--- src/rtl/sa_poll_sched.sv ---
// rtl/sa_poll_sched.sv - round-robin card poll scheduler with response window and error counters
// Build option SA_POLL_RETRY_EN: a timed-out slot is re-polled once before it is reported.
module sa_poll_sched #(
  parameter logic [7:0]  ID_FIRST    = 8'd1,
  parameter logic [7:0]  ID_LAST     = 8'd16,
  parameter logic [15:0] TIMEOUT_CYC = 16'd2000,
  parameter logic [7:0]  GAP_CYC     = 8'd16
) (
  input  logic        sys_clk,
  input  logic        glbl_rst,
  input  logic        init_done,
  input  logic        sched_en,
  output logic        ack_tx_en,
  output logic [7:0]  id_now,
  input  logic        got_frame,
  input  logic [7:0]  frame_id,
  input  logic        sn_error,
  output logic        slot_ok,
  output logic        slot_timeout,
  output logic        stray_frame,
  output logic        cycle_done,
  output logic [15:0] timeout_cnt,
  output logic [15:0] sn_err_cnt
);

  typedef enum logic [2:0] {
    S_IDLE,
    S_GAP,
    S_POLL,
    S_WAIT_RX,
    S_NEXT
  } state_t;

  state_t      state;
  logic [7:0]  gap_cnt;
  logic [15:0] win_cnt;
  logic        match;
  logic        win_last;
`ifdef SA_POLL_RETRY_EN
  logic        retried;
`endif

  assign match    = got_frame && (frame_id == id_now);
  assign win_last = (win_cnt == TIMEOUT_CYC - 16'd1);

  always_ff @(posedge sys_clk) begin
    if (glbl_rst) begin
      state        <= S_IDLE;
      id_now       <= ID_FIRST;
      gap_cnt      <= 8'd0;
      win_cnt      <= 16'd0;
      ack_tx_en    <= 1'b0;
      slot_ok      <= 1'b0;
      slot_timeout <= 1'b0;
      stray_frame  <= 1'b0;
      cycle_done   <= 1'b0;
      timeout_cnt  <= 16'd0;
      sn_err_cnt   <= 16'd0;
`ifdef SA_POLL_RETRY_EN
      retried      <= 1'b0;
`endif
    end else begin
      ack_tx_en    <= 1'b0;
      slot_ok      <= 1'b0;
      slot_timeout <= 1'b0;
      cycle_done   <= 1'b0;
      // Any frame that is not the awaited response counts as stray, whatever the state.
      stray_frame  <= got_frame && !((state == S_WAIT_RX) && (frame_id == id_now));

      if (sn_error && (sn_err_cnt != 16'hFFFF)) begin
        sn_err_cnt <= sn_err_cnt + 16'd1;
      end

      if (!init_done) begin
        state <= S_IDLE;
`ifdef SA_POLL_RETRY_EN
        retried <= 1'b0;
`endif
      end else begin
        case (state)
          S_IDLE: begin
            if (sched_en) begin
              id_now  <= ID_FIRST;
              gap_cnt <= 8'd0;
              state   <= S_GAP;
            end
          end
          S_GAP: begin
            if (gap_cnt == GAP_CYC - 8'd1) begin
              state <= S_POLL;
            end else begin
              gap_cnt <= gap_cnt + 8'd1;
            end
          end
          S_POLL: begin
            ack_tx_en <= 1'b1;
            win_cnt   <= 16'd0;
            state     <= S_WAIT_RX;
          end
          S_WAIT_RX: begin
            // A match on the final window cycle takes priority over the timeout.
            if (match) begin
              slot_ok <= 1'b1;
              state   <= S_NEXT;
            end else if (win_last) begin
`ifdef SA_POLL_RETRY_EN
              if (!retried) begin
                retried <= 1'b1;
                gap_cnt <= 8'd0;
                state   <= S_GAP;
              end else begin
                slot_timeout <= 1'b1;
                if (timeout_cnt != 16'hFFFF) timeout_cnt <= timeout_cnt + 16'd1;
                state <= S_NEXT;
              end
`else
              slot_timeout <= 1'b1;
              if (timeout_cnt != 16'hFFFF) timeout_cnt <= timeout_cnt + 16'd1;
              state <= S_NEXT;
`endif
            end else begin
              win_cnt <= win_cnt + 16'd1;
            end
          end
          S_NEXT: begin
            if (id_now == ID_LAST) begin
              cycle_done <= 1'b1;
              id_now     <= ID_FIRST;
            end else begin
              id_now <= id_now + 8'd1;
            end
`ifdef SA_POLL_RETRY_EN
            retried <= 1'b0;
`endif
            gap_cnt <= 8'd0;
            state   <= sched_en ? S_GAP : S_IDLE;
          end
          default: state <= S_IDLE;
        endcase
      end
    end
  end

endmodule

--- config.mk ---
export PLATFORM = sky130hd
export DESIGN_NAME = sa_poll_sched
export DESIGN_NICKNAME = d
export VERILOG_FILES = /design/src/rtl/sa_poll_sched.sv
export SDC_FILE = /design/constraint.sdc
export NUM_CORES = 1
export LEC_CHECK = 0
export BUFFER_PORTS_ARGS = -buffer_cell sky130_fd_sc_hd__buf_2
export CORE_ASPECT_RATIO = 2
export CORE_MARGIN = 2
export CORE_UTILIZATION = 55
export CTS_BUF_LIST = sky130_fd_sc_hd__clkbuf_16
export DETAILED_ROUTE_END_ITERATION = 8
export GPL_ROUTABILITY_DRIVEN = 0
export PLACE_DENSITY = 0.78
export SLEW_MARGIN = 20
export SYNTH_ARGS = -nofsm -noshare
export SYNTH_HDL_FRONTEND = slang
export SYNTH_SLANG_ARGS = --single-unit
--- constraint.sdc ---
create_clock -name sys_clk -period 2.5 [get_ports sys_clk]
set_input_delay 0.375 -clock sys_clk [delete_from_list [all_inputs] [get_ports sys_clk]]
set_output_delay 0.375 -clock sys_clk [all_outputs]
set_load 0.1 [all_outputs]
# After elaboration in Yosys (flattened, before gate mapping)
# Cells that the tools add are included.
# op_classes
muxes	19
n_bitwise	4
n_reduce_logical	18
add_sub_neg	5
n_eq_ne	16
# op_table
cell	n
16-bit by 1-bit adder with 16-bit output, second input constant	3
16-bit two-way mux	2
8-bit two-way mux	4
16-bit inequality test, second input constant	2
16-bit case mux with 2 select lines	1
8-bit case mux with 3 select lines	1
8-bit by 1-bit adder with 8-bit output, second input constant	2
16-bit by 11-bit == test with 1-bit output, second input constant	1
8-bit case mux with 2 select lines	1
3-bit case mux with 5 select lines	1
3-bit two-way mux	4
2-bit inequality test, second input constant	5
8-bit by 4-bit == test with 1-bit output, second input constant	1
8-bit by 5-bit == test with 1-bit output, second input constant	1
8-bit == test	1
4-bit AND reduction	2
3-bit by 2-bit == test with 1-bit output, second input constant	2
3-bit AND reduction	2
3-bit OR reduction	2
1-bit two-way mux	5
5-bit AND reduction	1
1-bit logical AND	4
1-bit NOT	4
2-bit nonzero test	2
other kinds (8)	8
# totals
ff_bits	72
in_bits	14
elab_cells	73

# Longest topological paths before layout
# Gate-level depths: netlist of run 1.
# depth
word_depth	4
ltp_mapped	9
depth_no_buf	8

# Worst setup path before layout of run 1
# OpenSTA, ideal clock, no wires.
# synth_path
path_type	reg2reg
start	register id_now[2]
end	register win_cnt[9]
period_less_slack_ps	2732
setup_time_ps	136
arrival_ps	2596
slack_ps	-232
required_time_ps	2364
stages_incl_launch_ff	7
path_cell_list	dfxtp_1 xor2_1 nor4_1 and3_1 nor3_1 a41oi_1 a311oi_1
# synth_between
elab_chain_cells	4
# synth_lines
item	line_no	rtl
start, declared	14	output logic [7:0] id_now,
start signal, assigned	130	id_now <= id_now + 8'd1;
8-bit == test	43	assign match = got_frame && (frame_id == id_now);
1-bit logical AND	43	
2-bit inequality test (no source line)	--	
4-bit AND reduction (no source line)	--	
end signal, assigned	122	win_cnt <= win_cnt + 16'd1;
end, declared	36	logic [15:0] win_cnt;
# No other way between the ends.
# A chain may end at the register's enable or synchronous reset.

# Final worst setup path of run 1
# layout_path
start	register win_cnt[5]
end	register timeout_cnt[15]
# layout_between
elab_chain_cells	2
# layout_lines
item	line_no	rtl
16-bit by 11-bit == test with 1-bit output	44	assign win_last = (win_cnt == TIMEOUT_CYC - 16'd1);
5-bit AND reduction (no source line)	--	
end signal, assigned	118	if (timeout_cnt != 16'hFFFF) timeout_cnt <= timeout_cnt + 16'd1;
end, declared	22	output logic [15:0] timeout_cnt,
# No other way between the ends.

==> metrics, run 1 <==
Core Box Area=6310 sq um; vias per cell=between 5 and 6; Syn Area/Cell=around 8.3 sq um; NetSw=574 uW; CTS tree=built; CP Max Fanout=4; asr flop ratio synth=0; Pwr per Cell Area=625 nW/um^2; Max Cap Violations=0; Cell variety after synth=48; DP HPWL=6.85 mm; Crit path top cell by count=or4_4; Int Pwr=2.15 mW; synthesized area=3570 sq um; Routed WL=9.23 mm; antenna-violating nets left=0; Worst-path clk slew=approximately 60 ps; CTS Hold Bufs=0; Max-slew headroom=0.653; unrepaired setup endpoints after global routing=false; Area contributors post-synth=dfxtp_1 40%, xor2_1 8.6%, nor2_1 6.3%, nand4_1 4.2%, nand2_1 3.6%; Comb pwr share=0.042; GR Layer Usage met3=0.0747; # fillers=551; Seq/Total Area, Yosys=0.404; Initial DRC Count=between 100 and 150; # setup viols final=0; Yosys warning count=0; count of cells resized by post-cts repair=0; clk root buf=clkbuf_16; Post-synth top cells=72 x dfxtp_1, 60 x nor2_1, 35 x xor2_1, 34 x nand2_1, 24 x nand4_1; PortBufs=58; DRT Pass-1 Iters=4; Post-Layout Inst Area=4360 sq um; Worst path max stage delay=~540 ps; Max H-tree Level=3; Buf/Inv on CP=0; ys flop type=dfxtp_1; largest net degree at the start of global routing=24; DRC=0; vias=3,438; WP data required=between 2000 and 3000 ps; first-pass GRT wire length=about 15 mm; Seq pwr share=0.427; fin. max-slew vios=0; critical path's slowest cell=or4_4; status=finished, final reports clean; Worst-Margin Slew=516 ps; most numerous cell in the Yosys netlist=dfxtp_1; DR WL/cell=15.6 um; Hold Crit Class=input port to flop; Worst setup SP type=flop; f_max=425 MHz; hold slack=369 ps; worst path cell trace=or4_4 -> or4_4 -> a31oi_4 -> nand3_2 -> or4_1 -> a21oi_1; Clock power frac=0.531; area delta synth->final=22.2%; Post-Syn Instances=430; share of Yosys cell area claimed by the top area cell type=0.404; Post-Route Setup TNS=0 ps; placed cell area=4020 sq um; Initial Utilization=0.565; Final Net Count=~520; DP Cell Count=574; # rows=41; Max Clock Skew=6.16 ps; leakage=about 1.8 nW; Peak supply drop=0.474 mV; Worst-Skew Late Latency=340 ps; CTS Buf Count=9; Non-Filler Instances=~600; fin util=0.691; Die ar.=7180 sq um; routing usage on met2=0.509; total grt overflow=0; switching share of power=0.211; GR Util All Layers=0.278; Synth Register Bits=72; Hold Vio Cnt, Final=0; crit path DAT=2620 ps; Setup Fix Bufs, Post-CTS=0; n_diodes=0; WS Path Type=flop to flop; GR Layer Usage met1=0.252; Final Cycle Share=0.941; clk sink count=72; Die Wd=60.9 um; area leader, netlist=dfxtp_1; Critical Path Sink Type=flop; minimum clock period=2350 ps; initial antenna violation count=0; Mapped Nets=450; global routing's busiest layer=met2; top-level I/O count=59; vias in the first global route=around 3,400; number of buffers on the longest clock path=2; layout cell share with drive strength beyond 1=0.204; die height=between 100 and 150 um; Top delay family on crit path=simple AND/OR/NAND/NOR gates; Post-synth EDFFs=0
==> state kept, by name, indices dropped and copies added (netlist names) <==
name and count:
sn_err_cnt 16, ack_tx_en 1, gap_cnt 8, slot_timeout 1, state 3, slot_ok 1
timeout_cnt 16, cycle_done 1, stray_frame 1, id_now 8, win_cnt 16
==> through the flow <==
step / total power, mW / setup slack, ps
after global placement: 1.30 / 219
after global routing: 2.80 / 31.7
final: 2.73 / 147
after CTS: 2.75 / 151
after floorplan: 1.26 / 47.4
after detailed placement: 1.30 / 181
==> path summary, 6_finish.rpt <==
path | start | to | slack (ps) | cells after the start
hold / removal | init_done | state[0]$_SDFFE_PP0P_ | 370 | 3
setup reg to reg | win_cnt[5]$_SDFFE_PP0P_ | timeout_cnt[15]$_SDFFE_PP0P_ | 150 | 6
hold reg to reg | win_cnt[1]$_SDFFE_PP0P_ | win_cnt[1]$_SDFFE_PP0P_ | 480 | 2
setup / recovery | win_cnt[5]$_SDFFE_PP0P_ | timeout_cnt[15]$_SDFFE_PP0P_ | 150 | 6
==> placed cells by master, fill, tap and decap left out, types with 3 or more instances in the layout <==
cell,instances
nand2b_1,6
nand4_1,24
buf_2,58
ha_1,6
and3_1,14
nand3_1,21
a311oi_1,4
nor2_1,60
xnor2_1,5
nor3_1,9
or3_1,10
and2_1,6
nand2_1,34
dfxtp_2,8
dfxtp_1,64
a21oi_1,23
xor2_1,35
nor4_1,6
buf_4,13
nor3b_1,6
bufinv_16,3
mux2i_1,3
o21a_1,3
clkbuf_16,9
a31oi_1,5
nor2b_1,3
and4_1,4
inv_1,8
o21ai_0,20
==> worst min-delay path, stage by stage <==
cell and delay (ps):
buf_2 130, nand2_1 100, nor2_1 50
==> metal layers <==
layer	wire length, um	part of all wire
met5	0	0
met4	376	0.041
met3	351	0.038
met2	5260	0.57
met1	3240	0.35
==> cell families after synthesis <==
kind of cell	Yosys count	synth area share
xor gates and xnor gates	40	0.0982
muxes	3	0.00842
AOI/OAI and AO/OA	69	0.122
buffers and inverters	20	0.0214
and+or+nand+nor	220	0.325
DFF	72	0.404
adders and majority gates	6	0.0210
==> power by group through the flow <==
stage | sequential (mW) | clock [mW] | combinational, mW
finish | 1.16 | 1.45 | 0.114
global placement | 1.19 | 0 | 0.112
floorplan | 1.22 | 0 | 0.0474
detailed placement | 1.19 | 0 | 0.114
CTS | 1.16 | 1.47 | 0.114
global route | 1.16 | 1.51 | 0.123
==> final cells by class <==
cell class	instances	area [sq um]	share of cell area
clock inverters	7	111	0.0255
well taps	86	108	0.0247
inverters	7	26.3	0.00603
multi-input cells	338	2050	0.470
flip-flops and latches	72	1450	0.333
repair buffers	71	388	0.0890
clock buffers	9	225	0.0517
Power figures use the tool's default switching activity.
==> run 2, diff against run 1 <==
CORE_MARGIN = default   (was 2)
CORE_UTILIZATION = 40   (was 55)
PLACE_DENSITY = default   (was 0.78)
==> run 2 against run 1 <==
- first-iteration DRC count rose by 6.3%
- largest power group is now sequential cells
- register-to-register slack about the same
- count of clock-buffer cells in the layout did not move
- fmax grew 0.34%
- final cell count up 1.9%
- non-clock buffer count unchanged
- power fell by 13%
- worst hold slack better by 13 ps
- global-route usage down 5.6 points
- design area is 1.8% lower
==> metrics, run 2 (synthesized netlist as in run 1, its figures left out) <==
area delta synth->final=20.1%; # fillers=865; DP Cell Count=588; WS Path Type=flop to flop; largest net degree at the start of global routing=28; Routed WL=between 9 and 10 mm; # rows=48; layout cell share with drive strength beyond 1=0.198; minimum clock period=around 2300 ps; critical path startpoint=win_cnt[5]$_SDFFE_PP0P_; antenna-violating nets left=0; CTS Buf Count=9; R2R cell count=6; die height=136 um; Max Clock Skew=7.68 ps; CTS Hold Bufs=0; HP Start=init_done; count of cells resized by post-cts repair=0; CP Max Fanout=4; n_diodes=0; status=finished, final reports clean; Setup Fix Bufs, Post-CTS=0; unrepaired setup endpoints after global routing=false; Die ar.=9320 sq um; # setup viols final=0; DR WL/cell=15.8 um; hold depth=3; Critical Path Sink Type=flop; DRT Pass-1 Iters=5; Hold Vio Cnt, Final=0; first-pass GRT wire length=15.4 mm; Final Cycle Share=0.938; Final Net Count=519; Max H-tree Level=3; Initial Utilization=0.412; commonest non-fill, non-tap cell in the layout=dfxtp_1; Die Wd=68.8 um; PortBufs=58; reg-to-reg startpoint=win_cnt[5]$_SDFFE_PP0P_; Pwr per Cell Area=554 nW/um^2; Max Cap Violations=0; crit path DAT=2600 ps; Worst setup SP type=flop; hold slack=382 ps; f_max=roughly 430 MHz; GR Util All Layers=0.222; Regs by FF count=sn_err_cnt: 16 flops, timeout_cnt: 16 flops, win_cnt: 16 flops; number of buffers on the longest clock path=2; DP HPWL=just over 7 mm; DRC=0; Worst-path clk slew=about 50 ps; total grt overflow=0; worst reg2reg path endpoint=timeout_cnt[15]$_SDFFE_PP0P_; vias=3,406; CTS tree=built; flop-to-flop setup slack=160 ps; vias per cell=between 5 and 6; initial antenna violation count=0; Max-slew headroom=0.626; leakage=1.72 nW; WP data required=roughly 2800 ps; clk sink count=72; Non-Filler Instances=601; fin. max-slew vios=0; Initial DRC Count=118; Core Box Area=8650 sq um; Hold Crit Class=input port to flop; top-level I/O count=59; Worst-Skew Late Latency=between 300 and 400 ps; Hold EP=state[2]$_SDFFE_PP0P_; Worst-Margin Slew=556 ps; most frequent cells in the layout=64 x dfxtp_1, 60 x nor2_1, 58 x buf_2, 35 x xor2_1, 34 x nand2_1; Peak supply drop=~0.32 mV; vias in the first global route=3,237; clk root buf=clkbuf_16; Post-Route Setup TNS=0 ps
[run 2: through the flow]
stage / power [mW] / setup slack, ps / util / cell area (sq um)
global route: 2.46 / 70.6 / 0.495 / 4280
CTS: 2.40 / 171 / 0.495 / 4280
floorplan: 1.26 / 47.4 / - / 3580
detailed placement: 1.30 / 194 / 0.467 / 4040
finish: 2.37 / 155 / 0.495 / 4280
global placement: 1.30 / 222 / 0.467 / 4040
[run 2: final cells by class]
cell class	count	area (sq um)	share of cell area
clock inverter	4	17.5	0.00409
inverter	7	26.3	0.00613
multi-input combinational	338	2050	0.479
clock buffer	9	225	0.0526
sequential	72	1450	0.339
tap	100	125	0.0292
timing repair buffer	71	388	0.0906
[run 2: worst max path at each step]
stage                                         endpoint  slack [ps]
after floorplan            sn_err_cnt[12]$_SDFFE_PP0P_          50
after global placement    timeout_cnt[15]$_SDFFE_PP0P_         220
after detailed placement  timeout_cnt[15]$_SDFFE_PP0P_         190
after CTS                 timeout_cnt[15]$_SDFFE_PP0P_         170
after global routing      timeout_cnt[15]$_SDFFE_PP0P_          70
final                     timeout_cnt[15]$_SDFFE_PP0P_         160
[run 2: routing by layer]
metal,track usage,routed length [um],vias to the layer above
met5,0,0,-
met1,0.202,3490,1637
met3,0.0547,324,16
li1,-,-,1677
met4,0.121,238,0
met2,0.420,5450,76
[run 2: where the power goes]
group          internal [mW]  switching (mW)
Sequential              1.15         0.00870
Combinational         0.0315          0.0827
Clock                  0.643           0.451
Total                   1.83           0.542
[run 2: critical path, stage by stage (launching register included)]
cell and delay [ps]:
dfxtp_1 340, or4_4 530, or4_4 540, a31oi_4 170, nand3_2 120, or4_1 410
a21oi_1 160
==> run 3, diff against run 2 <==
PLACE_DENSITY_LB_ADDON = 0.15   (was default)
==> run 3 against run 2 <==
- clock skew down 1.8 ps
- sequential power about the same
- final cell count up 0.67%
- clock power up 34%
- critical path depth unchanged
- via count down 0.56%
- flip-flop and latch count unchanged
- first-iteration DRC count up 19%
- largest cell class unchanged
- largest power group is now clock
==> metrics, run 3 (synthesized netlist as in run 1, its figures left out) <==
area delta synth->final=22.9%; reg-to-reg startpoint=win_cnt[5]$_SDFFE_PP0P_; vias in the first global route=3,289; largest net degree at the start of global routing=37; Hold Crit Class=input port to flop; Routed WL=9.48 mm; Max H-tree Level=3; DR WL/cell=15.7 um; Max-slew headroom=0.635; f_max=423 MHz; Worst-Margin Slew=542 ps; # fillers=around 870; initial antenna violation count=0; fin. max-slew vios=0; DRC=0; most frequent cells in the layout=64 x dfxtp_1, 60 x nor2_1, 58 x buf_2, 35 x xor2_1, 34 x nand2_1; vias=3,387; count of cells resized by post-cts repair=0; Die ar.=9320 sq um; Die Wd=68.8 um; CTS Hold Bufs=0; status=finished, final reports clean; total grt overflow=0; commonest non-fill, non-tap cell in the layout=dfxtp_1; Hold EP=state[2]$_SDFFE_PP0P_; R2R cell count=6; unrepaired setup endpoints after global routing=false; flop-to-flop setup slack=140 ps; die height=136 um; critical path's slowest cell=or4_4; Worst-path clk slew=~60 ps; Worst path max stage delay=approximately 540 ps; Crit path top cell by count=or4_4; Max Clock Skew=~6 ps; Initial Utilization=0.412; Regs by FF count=sn_err_cnt: 16 flops, timeout_cnt: 16 flops, win_cnt: 16 flops; fin util=0.507; Final Cycle Share=0.946; DRT Pass-1 Iters=4; WP data required=2760 ps; Post-Route Setup TNS=0 ps; DP HPWL=7.15 mm; Setup Fix Bufs, Post-CTS=0; Pwr per Cell Area=624 nW/um^2; HP Start=init_done; worst reg2reg path endpoint=timeout_cnt[15]$_SDFFE_PP0P_; first-pass GRT wire length=between 15 and 20 mm; vias per cell=between 5 and 6; Core Box Area=8650 sq um; total power=2.73 mW; GR Util All Layers=0.224; Critical Path Sink Type=flop; layout cell share with drive strength beyond 1=0.208; Hold Vio Cnt, Final=0; n_diodes=0; CTS tree=built; crit path DAT=2620 ps; number of buffers on the longest clock path=2; # setup viols final=0; Max Cap Violations=0; Peak supply drop=0.325 mV; Initial DRC Count=140; antenna-violating nets left=0; # rows=48; clk root buf=clkbuf_16; hold depth=3; CTS Buf Count=9; CP Max Fanout=4; minimum clock period=approximately 2400 ps; Final Net Count=520; WS Path Type=flop to flop; worst path cell trace=or4_4 -> or4_4 -> a31oi_4 -> nand3_2 -> or4_1 -> a21oi_1; top-level I/O count=59; leakage=between 1.5 and 2 nW; clk sink count=72; Worst setup SP type=flop; Worst-Skew Late Latency=330 ps; PortBufs=58
==> run 3: cell count changes in the layout (fill, tap and decap cells not counted), sizes merged <==
cell | previous run | this run
bufinv | 0 | 3
clkinv | 2 | 4
inv | 9 | 7
buf | 71 | 72
==> run 3: worst max-delay path by stage <==
stage | from | to | slack, ps | cells after the start
floorplan | sn_err_cnt[3]$_SDFFE_PP0P_ | sn_err_cnt[12]$_SDFFE_PP0P_ | 50 | 6
global placement | win_cnt[5]$_SDFFE_PP0P_ | timeout_cnt[15]$_SDFFE_PP0P_ | 210 | 6
detailed placement | win_cnt[5]$_SDFFE_PP0P_ | timeout_cnt[15]$_SDFFE_PP0P_ | 160 | 6
CTS | win_cnt[5]$_SDFFE_PP0P_ | timeout_cnt[15]$_SDFFE_PP0P_ | 140 | 6
global route | win_cnt[5]$_SDFFE_PP0P_ | timeout_cnt[12]$_SDFFE_PP0P_ | 80 | 7
finish | win_cnt[5]$_SDFFE_PP0P_ | timeout_cnt[15]$_SDFFE_PP0P_ | 140 | 6
==> run 3: area by class of cell <==
cell class	instances	area [sq um]	share of cell area
Multi-Input combinational cell	338	2050	0.468
Sequential cell	72	1450	0.331
Timing Repair Buffer	72	395	0.0902
Clock buffer	9	225	0.0514
Tap cell	100	125	0.0285
Clock inverter	7	110	0.0251
Inverter	7	26.3	0.00599
==> run 3: power by group <==
group | internal, mW | total [mW] | switching, mW
Clock | 0.967 | 1.46 | 0.489
Combinational | 0.0314 | 0.116 | 0.0845
Sequential | 1.15 | 1.16 | 0.00730
Total | 2.15 | 2.73 | 0.581
==> run 3: routing by layer <==
metal  vias to the layer above  wire length (um)  global-route usage
li1                       1684                 -                   -
met1                      1610              3400               0.205
met2                        74              5560               0.440
met3                        19               251              0.0337
met4                         0               266               0.111
met5                         -                 0                   0
==> run 3: worst max-delay path, delay by kind of cell, from the launching register on <==
kind,cells,cell delay [ps]
flip-flops,1,330
AO/OA/AOI/OAI,2,340
AND/OR/NAND/NOR,4,1610
==> run 3: metrics by stage <==
stage / cells / hold WS [ps] / setup WS [ps] / instance area (sq um)
CTS: 605 / 367 / 141 / 4380
global route: 605 / 381 / 75.3 / 4380
floorplan: 430 / 456 / 47.4 / 3580
finish: 605 / 375 / 136 / 4380
global placement: 589 / 466 / 207 / 4050
detailed placement: 589 / 479 / 159 / 4050
